`config.mk`:
```
export PLATFORM = sky130hd
export DESIGN_NAME = tx_align_pattern_gen
export DESIGN_NICKNAME = d
export VERILOG_FILES = /design/src/rtl/tx_align_pattern_gen.sv
export SDC_FILE = /design/constraint.sdc
export NUM_CORES = 1
export LEC_CHECK = 0
export BUFFER_PORTS_ARGS = -buffer_cell sky130_fd_sc_hd__clkbuf_2
export CAP_MARGIN = 20
export CORE_UTILIZATION = 44
export DETAILED_ROUTE_END_ITERATION = 16
export PLACE_DENSITY = 0.73
export SETUP_SLACK_MARGIN = 0.1
export SLEW_MARGIN = 20
export SYNTH_ARGS = -nofsm -noshare
export SYNTH_HDL_FRONTEND = slang
export SYNTH_SLANG_ARGS = --single-unit
```
`constraint.sdc`:
```
create_clock -name clk160 -period 3.3 [get_ports clk160]
set_clock_uncertainty 0.15 [all_clocks]
set_input_delay 0 -clock clk160 [delete_from_list [all_inputs] [get_ports clk160]]
set_output_delay 0 -clock clk160 [all_outputs]
set_load 0.02 [all_outputs]
```
`src/rtl/tx_align_pattern_gen.sv`:
```
// Transmit-side link trainer: sends idle/training words into the OSERDES until the far end
// reports bit alignment, then passes user data. Define TX_PRBS_EN for PRBS7 training words.
module tx_align_pattern_gen #(
  parameter logic [7:0] IDLE_WORD   = 8'h3C,
  parameter logic [7:0] TRAIN_WORD  = 8'hB4,
  parameter int         SYNC_STAGES = 2
) (
  input  logic        clk160,
  input  logic        rstb,
  input  logic        train_start,
  input  logic [15:0] train_len,
  input  logic [15:0] lock_timeout,
  input  logic        rx_aligned,
  input  logic        clear_err,
  input  logic [7:0]  tx_data,
  input  logic        tx_valid,
  output logic        tx_ready,
  output logic [7:0]  D_OUT,
  output logic        link_up,
  output logic        train_busy,
  output logic        timeout_err,
  output logic [3:0]  retry_cnt,
  output logic [15:0] words_sent
);

  typedef enum logic [1:0] {
    ST_IDLE      = 2'd0,
    ST_TRAIN     = 2'd1,
    ST_WAIT_LOCK = 2'd2,
    ST_LINK      = 2'd3
  } state_t;

  state_t                 state_q, state_d;
  logic [15:0]            cnt_q, cnt_d;
  logic [15:0]            tmr_q, tmr_d;
  logic [7:0]             d_out_q, d_out_d;
  logic                   timeout_err_q, timeout_err_d;
  logic [3:0]             retry_q, retry_d;
  logic [15:0]            words_q, words_d;
  logic [SYNC_STAGES-1:0] sync_q;
  logic                   rx_sync;
  logic                   enter_train;
  logic                   timeout_hit;
  logic [3:0]             retry_base;
  logic [7:0]             train_word;

  // rx_aligned comes from the far end's clock domain; first flop may go metastable.
  always_ff @(posedge clk160 or negedge rstb) begin
    if (!rstb) begin
      sync_q <= '0;
    end else begin
      sync_q <= {sync_q[SYNC_STAGES-2:0], rx_aligned};
    end
  end

  assign rx_sync = sync_q[SYNC_STAGES-1];

`ifdef TX_PRBS_EN
  logic [6:0] lfsr_q, lfsr_d;
  logic [6:0] lfsr_adv;
  logic       fb_bit;

  // Eight serial PRBS7 steps per word; the first generated bit lands in bit 7.
  always_comb begin
    lfsr_adv   = lfsr_q;
    train_word = '0;
    fb_bit     = 1'b0;
    for (int i = 0; i < 8; i++) begin
      fb_bit            = lfsr_adv[6] ^ lfsr_adv[5];
      train_word[7 - i] = fb_bit;
      lfsr_adv          = {lfsr_adv[5:0], fb_bit};
    end
  end

  always_comb begin
    lfsr_d = lfsr_q;
    if (enter_train) begin
      lfsr_d = 7'h7F;
    end else if (state_q == ST_TRAIN || state_q == ST_WAIT_LOCK) begin
      lfsr_d = lfsr_adv;
    end
  end

  always_ff @(posedge clk160 or negedge rstb) begin
    if (!rstb) begin
      lfsr_q <= '0;
    end else begin
      lfsr_q <= lfsr_d;
    end
  end
`else
  assign train_word = TRAIN_WORD;
`endif

  always_comb begin
    state_d     = state_q;
    cnt_d       = cnt_q;
    tmr_d       = tmr_q;
    d_out_d     = IDLE_WORD;
    words_d     = words_q;
    enter_train = 1'b0;
    timeout_hit = 1'b0;

    case (state_q)
      ST_IDLE: begin
        if (train_start) begin
          enter_train = 1'b1;
        end
      end
      ST_TRAIN: begin
        d_out_d = train_word;
        if (train_start) begin
          enter_train = 1'b1;
        end else if (cnt_q == 16'd0) begin
          state_d = ST_WAIT_LOCK;
          tmr_d   = lock_timeout;
        end else begin
          cnt_d = cnt_q - 16'd1;
        end
      end
      ST_WAIT_LOCK: begin
        d_out_d = train_word;
        if (train_start) begin
          enter_train = 1'b1;
        end else if (rx_sync) begin
          state_d = ST_LINK;
        end else if (tmr_q == 16'd0) begin
          timeout_hit = 1'b1;
          enter_train = 1'b1;
        end else begin
          tmr_d = tmr_q - 16'd1;
        end
      end
      ST_LINK: begin
        // The word offered in the last LINK cycle is still accepted even if we leave.
        if (tx_valid) begin
          d_out_d = tx_data;
          if (words_q != 16'hFFFF) begin
            words_d = words_q + 16'd1;
          end
        end
        if (train_start || !rx_sync) begin
          enter_train = 1'b1;
        end
      end
      default: begin
        state_d = ST_IDLE;
      end
    endcase

    if (enter_train) begin
      state_d = ST_TRAIN;
      cnt_d   = train_len;
      words_d = '0;
    end
  end

  // A timeout in the same cycle as clear_err wins over the clear.
  always_comb begin
    retry_base    = clear_err ? 4'd0 : retry_q;
    retry_d       = retry_base;
    timeout_err_d = clear_err ? 1'b0 : timeout_err_q;
    if (timeout_hit) begin
      timeout_err_d = 1'b1;
      retry_d       = (retry_base == 4'hF) ? 4'hF : retry_base + 4'd1;
    end
  end

  always_ff @(posedge clk160 or negedge rstb) begin
    if (!rstb) begin
      state_q       <= ST_IDLE;
      cnt_q         <= '0;
      tmr_q         <= '0;
      d_out_q       <= IDLE_WORD;
      timeout_err_q <= 1'b0;
      retry_q       <= '0;
      words_q       <= '0;
    end else begin
      state_q       <= state_d;
      cnt_q         <= cnt_d;
      tmr_q         <= tmr_d;
      d_out_q       <= d_out_d;
      timeout_err_q <= timeout_err_d;
      retry_q       <= retry_d;
      words_q       <= words_d;
    end
  end

  assign D_OUT       = d_out_q;
  assign link_up     = (state_q == ST_LINK);
  assign tx_ready    = (state_q == ST_LINK);
  assign train_busy  = (state_q == ST_TRAIN) || (state_q == ST_WAIT_LOCK);
  assign timeout_err = timeout_err_q;
  assign retry_cnt   = retry_q;
  assign words_sent  = words_q;

endmodule
```
# Word level (Yosys, flattened, before mapping)
# Cells that the tools add are included.
[word_totals]
inputBits = 46
elab_cells = 82
register_bits = 65
output_inout_bits = 32
[classes]
addsub = 4
n_eq_ne = 16
mux = 35
reduce_logical = 19
[ops]
columns = ["operator", "count"]
rows = [
  ["$mux W16", 13],
  ["$logic_not A16 Y1", 2],
  ["$pmux W16 S2", 1],
  ["$sub A16 B1 Y16 const B", 2],
  ["$add A16 B1 Y16 const B", 1],
  ["$ne A16 B16 Y1 const B", 1],
  ["$pmux W8 S2", 1],
  ["$mux W4", 3],
  ["$ne A2 B2 Y1 const B", 6],
  ["$ne A3 B3 Y1 const B", 4],
  ["$reduce_bool A2 Y1", 6],
  ["$mux W2", 5],
  ["$mux W1", 9],
  ["$mux W8", 1],
  ["$reduce_and A3 Y1", 2],
  ["$reduce_and A6 Y1", 1],
  ["$reduce_and A5 Y1", 1],
  ["$add A4 B1 Y4 const B", 1],
  ["$eq A2 B2 Y1 const B", 2],
  ["$eq A4 B4 Y1 const B", 1],
  ["$pmux W2 S2", 1],
  ["$reduce_or A2 Y1", 2],
  ["$pmux W1 S3", 1],
  ["$reduce_bool A3 Y1", 1],
  ["other kinds (5)", 6],
]

# Logic depth before layout (Yosys ltp)
# Gate-level depths: netlist of the first run.
[logic_depth]
word_depth = 7
ltp_mapped = 10
depth_no_buf = 7

# Least setup slack after synthesis of the first run
# No wires, ideal clock.
[synth_timing]
path_kind = "register to register"
start = "reg cnt_q[10]"
end = "reg tmr_q[13]"
n_path_buf = 1
path_slack_ns = 0.889
period_less_slack_ns = 2.411
arrival_ns = 2.137
stages_incl_launch_ff = 7
path_cell_list = "dfrtp_1 -> or4_4 -> or4b_1 -> buf_6 -> a2bb2oi_4 -> a2111oi_4 -> o21ai_2"
[synth_between]
elab_chain_len = 3
[synth_rtl]
columns = ["item", "line", "text"]
rows = [
  ["start, declared", "34", "logic [15:0] cnt_q, cnt_d;"],
  ["start signal, assigned", "180", "cnt_q <= cnt_d;"],
  ["$logic_not A16 Y1", "114", "end else if (cnt_q == 16'd0) begin"],
  ["$ne A2 B2 Y1 (no line)", "--", ""],
  ["$reduce_and A6 Y1 (no line)", "--", ""],
  ["end signal, assigned", "181", "tmr_q <= tmr_d;"],
  ["end, declared", "35", "logic [15:0] tmr_q, tmr_d;"],
]
# Every way passes these cells.
# A chain may end at the register's enable or synchronous reset.

# Worst setup path in the final report of the first run
[layout_timing]
start = "reg state_q[1]"
end = "reg tmr_q[0]"
[layout_between]
elab_chain_len = 3
[layout_rtl]
columns = ["item", "line", "text"]
rows = [
  ["start, declared", "33", "state_t state_q, state_d;"],
  ["start signal, assigned", "179", "state_q <= state_d;"],
  ["$eq A2 B2 Y1 or $eq A2 B1 Y1 (tied branches)", "104", "case (state_q)"],
  ["$ne A2 B2 Y1 (no line) or $reduce_bool A2 Y1 (tied branches)", "--", ""],
  ["$reduce_and A6 Y1 (no line)", "--", ""],
]
# Parallel ways exist; a longest one is shown, timed or not.

==> results of run 1 <==
## worst max-delay path by stage
stage	start	to	slack, ns	depth (start not counted)
global placement	cnt_q[10]	tmr_q[0]	0.60	5
finish	state_q[1]	tmr_q[0]	0.45	7
detailed placement	state_q[1]	tmr_q[0]	0.49	7
global route	state_q[1]	tmr_q[0]	0.23	7
CTS	state_q[1]	tmr_q[0]	0.49	7
floorplan	cnt_q[10]	tmr_q[13]	0.89	6
## power by group
part / switching (mW) / leakage [nW] / internal (mW)
Clock: 0.301 / 0.102 / 0.426
Sequential: 0.0889 / 0.844 / 0.907
Combinational: 0.303 / 1.19 / 0.239
Total: 0.693 / 2.14 / 1.57
## sequential cells by signal (all words and copies together) (netlist names)
register / count
retry_cnt: 4
sync_q: 2
tmr_q: 16
timeout_err: 1
state_q: 2
words_sent: 16
D_OUT: 8
cnt_q: 16
## routing by layer
metal / wire [um] / vias up
li1: - / 1746
met1: 4340 / 1667
met2: 4440 / 92
met3: 486 / 13
met4: 127 / 0
met5: 0 / -
## kinds of logic (layout without fill, tap and decap cells)
group,after synthesis,count (layout),synth area share [%]
AOI/OAI and AO/OA,99,99,17.8
xor gates and xnor gates,23,23,5.30
adders and majority gates,9,9,2.97
buffers and inverters,33,164,4.22
DFF,65,65,43.0
muxes,7,7,1.88
and+or+nand+nor,173,173,24.9
## per-stage QoR
| stage | util, % | setup WS, ns |
|---|---|---|
| 5_1_grt | 60.2 | 0.232 |
| 4_1_cts | 60.2 | 0.491 |
| 2_1_floorplan | - | 0.889 |
| 3_3_place_gp | 51.7 | 0.596 |
| 3_5_place_dp | 51.7 | 0.485 |
| 6_report | 60.2 | 0.451 |
## area by class of cell
| type | instances | area share, % |
|---|---|---|
| clock buffers | 13 | 2.78 |
| clock inverters | 3 | 1.30 |
| inverters | 13 | 0.977 |
| multi-input cells | 311 | 40.4 |
| flip-flops and latches | 65 | 32.7 |
| well taps | 105 | 2.63 |
| repair buffers | 135 | 19.2 |
## worst max-delay path, stage by stage, from the launching register on
cell       delay, ns
dfrtp_1         0.40
inv_1           0.11
ha_1            0.34
nand4bb_1       0.21
or4_1           0.65
o22ai_4         0.43
nand2_2         0.19
o31ai_1         0.27
## placed cells by master, fill, tap and decap left out, types with 4 or more instances in the layout
cell,instances
dlygate4sd3_1,50
nor2b_1,8
nand4_1,9
inv_1,13
dfrtp_1,61
xnor2_1,21
a21oi_1,23
nor4_1,8
clkbuf_2,77
mux2i_1,6
dfstp_2,4
nor3_1,19
o21ai_0,28
nand3_1,15
clkbuf_8,9
o2bb2ai_1,4
nor2_1,35
clkbuf_1,4
or3_1,4
buf_4,7
nand2_1,39
or4_1,4
o31ai_1,8
nor4b_1,4
a211oi_1,5
ha_1,9
a31oi_1,10
==> out/summary.txt, run 1 <==
Die Wd: 94.9 um
leakage power total: 2.14 nW
mean number of vias per cell: 5.45
area delta synth->final: 31.5%
first-pass GRT wire length: 15.7 mm
post-synth top area cell: dfrtp_1
clk_lat worst skew: 0.34 ns
Worst-Margin Slew: 0.772 ns
Final Hold Vio Count: 0
Global Route Usage Sum: 22.4%
Critical R2R Capture: tmr_q[0]
Post-synth top flop: dfrtp_1
# rows: 33
dpl hpwl: 6.16 mm
routing usage on met3: 5.23%
initial antenna violation count: 0
# hold bufs at CTS: 50
Iter 0 DRT Violations: 240
post-synth cell types: 64
CTS resizes: 0
average size of a mapped cell: 9.28 um2
minimum clock period: 2.85 ns
maximum vdd ir drop: 0.000335 V
nets@finish: 590
CP max FO: 14
Yosys warning total: 0
via count: 3,518
gr busiest metal: met2
n_diodes: 0
DR pass1 iterations: 4
Slew headroom: 48.4%
syn_nets: 464
pin count of the biggest net entering global routing: 47
filler instances: 688
worst hold margin: 0.0326 ns
Sink Count: 65
final setup TNS: 0 ns
final antenna-violating net count: 0
startpoint types: register
Final Cycle Share: 86.3%
largest cells by area after synthesis: dfrtp_1, xnor2_1, nand2_1
grt met2 use: 35.1%
Top-Level Pins: 78
Num CTS Buffers: 9
Synth Register Bits: 65
gr ovfl total: 0
post-synth design cell area: 0.00380 mm2
Die ar.: 0.00901 mm2
top cell type's share of synthesized area: 40.2%
CP Data Arrival Time: 2.94 ns
RSZ-0062 raised after global routing: false
most frequent cells after synthesis: dfrtp_1, nand2_1, nor2_1
IO Port Bufs: 77
worst r2r src: state_q[1]
area of the multi-input gates: 0.00202 mm2
area of the core: 0.00830 mm2
Critical Path End Type: register
final setup fails: 0
worst-case clock buffer depth: 2
CTS root buffer: clkbuf_8
max-slew violation count: 0
Sequential cell area: 0.00163 mm2
power per cell area: 454 mW/mm2
HP Class: primary input to asynchronous set/reset pin
number of flops mapped to enable cells by yosys: 0
WP data required: 3.39 ns
Finished Layout Cells: 645
Starting Density: 45.8%
vias in the first global route: 3,385
design area: 0.00499 mm2
Placed Cells: 579
layout cells sized above 1: 22.4%
Worst Reg-to-Reg Cells: 7
wire length per cell: 14.6 um
status: finished clean
Max Cap Viol: 0
RePlAce Congestion: 0.830
Mapped Cells: 409
Worst R2R Setup Slack: 0.45 ns
Overall Power: 2.26 mW
Post-CTS Setup Bufs: 0
Worst-path clk slew: 0.07 ns
Placed Area: 0.00429 mm2
CTS tree: yes
die height: 94.9 um
Max Freq: 351 MHz
cell with the most instances after synthesis: dfrtp_1
H-tree Lvls: 3
detailed-route DRC error count: 0
Crit Path Class: register to register
GR Util met1: 30.6%
drt total wl: 9.40 mm
FFs w/ async S/R, synth: 100%
sequential share of the synthesized area: 43.0%
No activity file was read; power rests on OpenSTA's default activity.
==> run 2: changes to the inputs <==
BUFFER_PORTS_ARGS = -buffer_cell sky130_fd_sc_hd__buf_2   (was -buffer_cell sky130_fd_sc_hd__clkbuf_2)
SKIP_CTS_REPAIR_TIMING = 1   (was default)
==> run 2 against run 1 <==
Global-route usage decreased by 1.4 points. Via count is 1.5% higher. Critical path depth unchanged. Final cell count up 0.16%. Maximum frequency is 0.19% lower. Clock-buffer cell count shrank 4. Critical path type unchanged. Critical endpoint unchanged.
==> out/summary.txt, run 2 (synthesis gave the netlist of run 1 again) <==
Sink Count: 65 (unchanged)
CP Data Arrival Time: 2.96 ns (+0.02 ns)
Worst R2R Setup Slack: 0.45 ns (about the same)
RePlAce Congestion: 0.824 (-0.76%)
Starting Density: 45.8% (unchanged)
Worst Reg-to-Reg Cells: 7 (unchanged)
dpl hpwl: 6.30 mm (+2.2%)
Slew headroom: 50.1% (+1.6 points)
maximum vdd ir drop: 0.000291 V (-13%)
RSZ-0062 raised after global routing: false
Place WS: 0.468 ns (-0.0172 ns)
area of the core: 0.00830 mm2 (unchanged)
CTS tree: yes
detailed-route DRC error count: 0 (unchanged)
Worst-Margin Slew: 0.747 ns (-0.0245 ns)
crit path buf inv count: 1 (unchanged)
Iter 0 DRT Violations: 184 (-23%)
final setup TNS: 0 ns (unchanged)
worst r2r src: state_q[1]
leakage power total: 2.16 nW (+0.97%)
Max Freq: 350 MHz (-0.19%)
max-slew violation count: 0 (unchanged)
final setup fails: 0 (unchanged)
Final Hold Vio Count: 0 (unchanged)
final antenna-violating net count: 0 (unchanged)
# rows: 33 (unchanged)
Crit Path Class: register to register
drt total wl: 9.65 mm (+2.7%)
slowest CP cell: or4_1
first-pass GRT wire length: 14.6 mm (-7.1%)
Die Wd: 94.9 um (unchanged)
IO Port Bufs: 77 (unchanged)
Final Cycle Share: 86.5% (+0.16 points)
worst-case clock buffer depth: 2 (unchanged)
Max Cap Viol: 0 (unchanged)
commonest non-fill, non-tap cell in the layout: buf_2
gr ovfl total: 0 (unchanged)
CP max FO: 14 (unchanged)
pin count of the biggest net entering global routing: 46 (-2.1%)
n_diodes: 0 (unchanged)
DR pass1 iterations: 4 (unchanged)
vias in the first global route: 3,174 (-6.2%)
clk_lat worst skew: 0.35 ns (about the same)
Top-Level Pins: 78 (unchanged)
area delta synth->final: 32.0%
nets@finish: 591 (+0.17%)
Critical Path End Type: register
status: finished clean
Num CTS Buffers: 9 (unchanged)
wire length per cell: 14.9 um (+2.5%)
H-tree Lvls: 3 (unchanged)
die height: 94.9 um (unchanged)
Global Route Usage Sum: 21.0% (-1.4 points)
mean number of vias per cell: 5.53 (+1.4%)
filler instances: 730 (+6.1%)
WP data required: 3.40 ns (about the same)
Worst-path clk slew: 0.08 ns (about the same)
HP Class: primary input to asynchronous set/reset pin
WP depth: 7 (unchanged)
power per cell area: 461 mW/mm2 (+1.7%)
CTS root buffer: clkbuf_8
CP max stage delay: 0.65 ns (about the same)
startpoint types: register
critical path's top delay family: simple AND/OR/NAND/NOR gates
layout cells sized above 1: 23.3% (+0.88 points)
via count: 3,572 (+1.5%)
commonest non-fill, non-tap cells in the layout: buf_2, dfrtp_1, dlygate4sd3_1
Critical R2R Capture: tmr_q[0]
Die ar.: 0.00901 mm2 (unchanged)
crit-path cells: inv_1 > ha_1 > nand4bb_1 > or4_1 > o22ai_4 > nand2_2 > o31ai_1
initial antenna violation count: 0 (unchanged)
Setup WS post-layout: 0.446 ns (-0.00532 ns)
minimum clock period: 2.85 ns (+0.00532 ns)
[run 2: worst max-delay path by stage]
stage	from	to	slack, ns
after global routing	state_q[1]	tmr_q[0]	0.30
after CTS	state_q[1]	tmr_q[0]	0.43
after floorplan	cnt_q[10]	tmr_q[13]	0.89
final	state_q[1]	tmr_q[0]	0.45
after detailed placement	state_q[1]	tmr_q[0]	0.47
after global placement	cnt_q[10]	tmr_q[0]	0.59
[run 2: metal layers]
layer  up-vias  wire length, um  track usage, %
met5         -                0               0
met4         0              195            9.34
met3        17              464            4.19
met2        99             4590            33.9
met1      1708             4400            27.2
li1       1748                -               -
[run 2: report_power, final]
part / leakage (nW) / switching (mW) / internal, mW
Clock: 0.110 / 0.344 / 0.433
Combinational: 1.21 / 0.300 / 0.240
Sequential: 0.844 / 0.0889 / 0.906
Total: 2.16 / 0.733 / 1.58
[run 2: metrics by stage]
step / util, % / hold WS [ns] / instances / area [um2] / total power, mW
global placement: 51.6 / -0.157 / 580 / 4280 / 1.48
detailed placement: 51.6 / -0.150 / 580 / 4280 / 1.50
floorplan: - / -0.446 / 409 / 3800 / 1.33
finish: 60.4 / 0.00160 / 646 / 5010 / 2.31
CTS: 54.3 / -0.528 / 596 / 4510 / 2.28
global route: 60.4 / 0.0580 / 646 / 5010 / 2.43
[run 2: area by class of cell]
type | instances | area (um2) | share of cell area (%)
Clock buffer | 9 | 124 | 2.47
Multi-Input combinational cell | 311 | 2020 | 40.3
Timing Repair Buffer | 136 | 953 | 19.0
Clock inverter | 7 | 103 | 2.05
Tap cell | 105 | 131 | 2.62
Inverter | 13 | 48.8 | 0.974
Sequential cell | 65 | 1630 | 32.6
==> run 3: changes to the inputs <==
ABC_AREA = 1   (was default)
PLACE_DENSITY = 0.72   (was 0.73)
==> run 3 against run 2 <==
The flow now finishes with violations (negative hold slack). Critical path depth rose by 3. Sequential power increased by 29%. Register-to-register slack better by 0.30 ns. Routed wire length rose by 13%. Clock power is 9.3% higher. Worst hold slack worse by 0.025 ns. Design area rose by 10%. Worst setup slack improved by 0.30 ns. Largest power group is now combinational logic. Highest routed layer unchanged.
==> out/summary.txt, run 3 <==
status: complete, but fails checks
violated checks: negative hold slack
max-slew violation count: 0 (unchanged)
commonest non-fill, non-tap cell in the layout: nand2_1
leakage power total: 2.85 nW (+32%)
Global Route Usage Sum: 21.6% (+0.60 points)
Overall Power: 3.68 mW (+59%)
HP Class: primary input to register
Mapped Cells: 616 (+51%)
# rows: 35 (+6.1%)
Sink Count: 65 (unchanged)
RSZ-0062 raised after global routing: false
CTS tree: yes
worst-case clock buffer depth: 2 (unchanged)
minimum clock period: 2.55 ns (-0.303 ns)
Sw Share: 42.5% (+11 points)
post-synth design cell area: 0.00433 mm2 (+14%)
H-tree Lvls: 3 (unchanged)
final antenna-violating net count: 0 (unchanged)
Critical Path End Type: register
pin count of the biggest net entering global routing: 49 (+6.5%)
cell with the most instances after synthesis: nand2_1
IO Port Bufs: 77 (unchanged)
Max Freq: 392 MHz (+12%)
Synth Register Bits: 65 (unchanged)
Yosys warning total: 0 (unchanged)
Die Wd: 101 um (+6.6%)
WP data required: 3.44 ns (+0.04 ns)
power per cell area: 665 mW/mm2 (+44%)
die height: 101 um (+6.6%)
wire length per cell: 12.4 um (-17%)
RePlAce Congestion: 0.860 (+4.3%)
Comb pwr share: 42.1% (+19 points)
top cell type's share of synthesized area: 35.3% (-4.9 points)
Worst-Margin Slew: 0.671 ns (-0.0762 ns)
DR pass1 iterations: 5 (+1)
clk_lat worst skew: 0.36 ns (about the same)
sequential share of the synthesized area: 37.7% (-5.3 points)
drt total wl: 10.9 mm (+13%)
CTS root buffer: clkbuf_8
most frequent cells after synthesis: nand2_1, nand3_1, dfrtp_1, nor2_1, inv_1
first-pass GRT wire length: 17.4 mm (+19%)
Crit Path Class: register to register
Finished Layout Cells: 874 (+35%)
maximum vdd ir drop: 0.000315 V (+8.2%)
layout cells sized above 1: 17.3% (-6.0 points)
vias in the first global route: 3,818 (+20%)
FFs w/ async S/R, synth: 100% (unchanged)
number of flops mapped to enable cells by yosys: 0 (unchanged)
detailed-route DRC error count: 0 (unchanged)
area of the core: 0.00937 mm2 (+13%)
Worst-path clk slew: 0.07 ns (about the same)
nets@finish: 795 (+35%)
Post-synth top flop: dfrtp_1
CP Data Arrival Time: 2.69 ns (-0.27 ns)
Iter 0 DRT Violations: 279 (+52%)
final setup TNS: 0 ns (unchanged)
internal power: 2.11 mW (+34%)
mean number of vias per cell: 5.00 (-9.5%)
via count: 4,374 (+22%)
Seq pwr share: 34.7% (-8.3 points)
post-synth top area cell: dfrtp_1
Num CTS Buffers: 9 (unchanged)
Top-Level Pins: 78 (unchanged)
Max Cap Viol: 0 (unchanged)
worst hold margin: -0.0233 ns (-0.0249 ns)
initial antenna violation count: 0 (unchanged)
area delta synth->final: 27.7%
dpl hpwl: 7.46 mm (+18%)
n_diodes: 0 (unchanged)
P_sw: 1.56 mW (+110%)
syn_nets: 671 (+45%)
CP max FO: 20 (+6)
startpoint types: register
Slew headroom: 55.3% (+5.2 points)
Placed Cells: 807 (+39%)
average size of a mapped cell: 7.03 um2 (-24%)
Starting Density: 46.2% (+0.44 points)
Die ar.: 0.0102 mm2 (+14%)
Final Cycle Share: 77.3% (-9.2 points)
final setup fails: 0 (unchanged)
gr ovfl total: 0 (unchanged)
Final Hold Vio Count: 2 (+2)
post-synth cell types: 40 (-38%)
commonest non-fill, non-tap cells in the layout: nand2_1, nand3_1, buf_2
clock network fraction of design power: 23.1% (-11 points)
largest cells by area after synthesis: dfrtp_1, nand2_1, nand3_1
run 3: changes by cell type after synthesis, sizes merged, moves of 10 or more:
cell,change
xnor2,-13
nor4,-10
inv,+44
nor2,+33
nand3,+72
a21oi,-10
nor3,-14
nand2,+178
run 3: metrics by stage:
step / area, um2 / util (%) / setup slack, ns / hold WS (ns)
final: 5530 / 59.0 / 0.749 / -0.0233
after global routing: 5530 / 59.0 / 0.536 / 0.0429
after CTS: 5010 / 53.5 / 0.865 / -0.404
after detailed placement: 4770 / 50.9 / 0.882 / -0.0345
after global placement: 4770 / 50.9 / 0.988 / -0.0317
after floorplan: 4330 / - / 1.39 / -0.446
run 3: power groups by stage:
stage / Sequential (mW) / Clock (mW) / Combinational [mW]
2_1_floorplan: 1.27 / 0 / 1.14
4_1_cts: 1.27 / 0.863 / 1.48
3_5_place_dp: 1.28 / 0 / 1.47
3_3_place_gp: 1.28 / 0 / 1.44
5_1_grt: 1.31 / 0.895 / 1.76
6_report: 1.28 / 0.849 / 1.55
run 3: area by class of cell:
class	instances	area, um2
fill	869	3840
multi-input combinational	476	2350
sequential	65	1630
timing repair buffer	130	913
inverter	58	225
tap	129	161
clock buffer	11	141
clock inverter	5	103
run 3: per-layer routing:
| metal | up-vias | wire, um | part of all wire, % | GRT usage (%) |
|---|---|---|---|---|
| met3 | 17 | 519 | 4.8 | 3.31 |
| met1 | 2002 | 5020 | 46 | 29.3 |
| met2 | 133 | 5130 | 47 | 34.9 |
| li1 | 2222 | - | - | - |
| met5 | - | 0 | 0 | 0 |
| met4 | 0 | 208 | 1.9 | 8.58 |
run 3: worst paths after layout:
kind                       startpoint     endpoint  slack [ns]  cells after the start
min reg2reg                 sync_q[0]    sync_q[1]        0.21                      0
max reg2reg                state_q[0]  timeout_err        0.75                     10
max                        state_q[0]  timeout_err        0.75                     10
min in group asynchronous        rstb    tmr_q[10]        0.08                      2
max in group asynchronous        rstb     D_OUT[3]        2.17                      3
min                          tx_valid     D_OUT[1]       -0.02                      5
run 3: logic make-up (layout without fill, tap and decap cells):
| group | after synthesis | after routing | synth area share, % |
|---|---|---|---|
| simple gates | 395 | 395 | 41.4 |
| buf+inv | 75 | 204 | 8.01 |
| flops | 65 | 65 | 37.7 |
| compound gates | 55 | 55 | 6.85 |
| xor+xnor | 16 | 16 | 3.24 |
| fa+ha+maj | 9 | 9 | 2.60 |
| mux | 1 | 1 | 0.231 |
run 3: critical path: stages (launching register included):
cell	delay, ns
dfrtp_1	0.42
inv_1	0.10
ha_1	0.15
buf_4	0.23
nand3_1	0.15
nor2_4	0.16
nand3_4	0.18
nor2_1	0.22
inv_1	0.12
nand2_1	0.07
dlygate4sd3_1	0.54
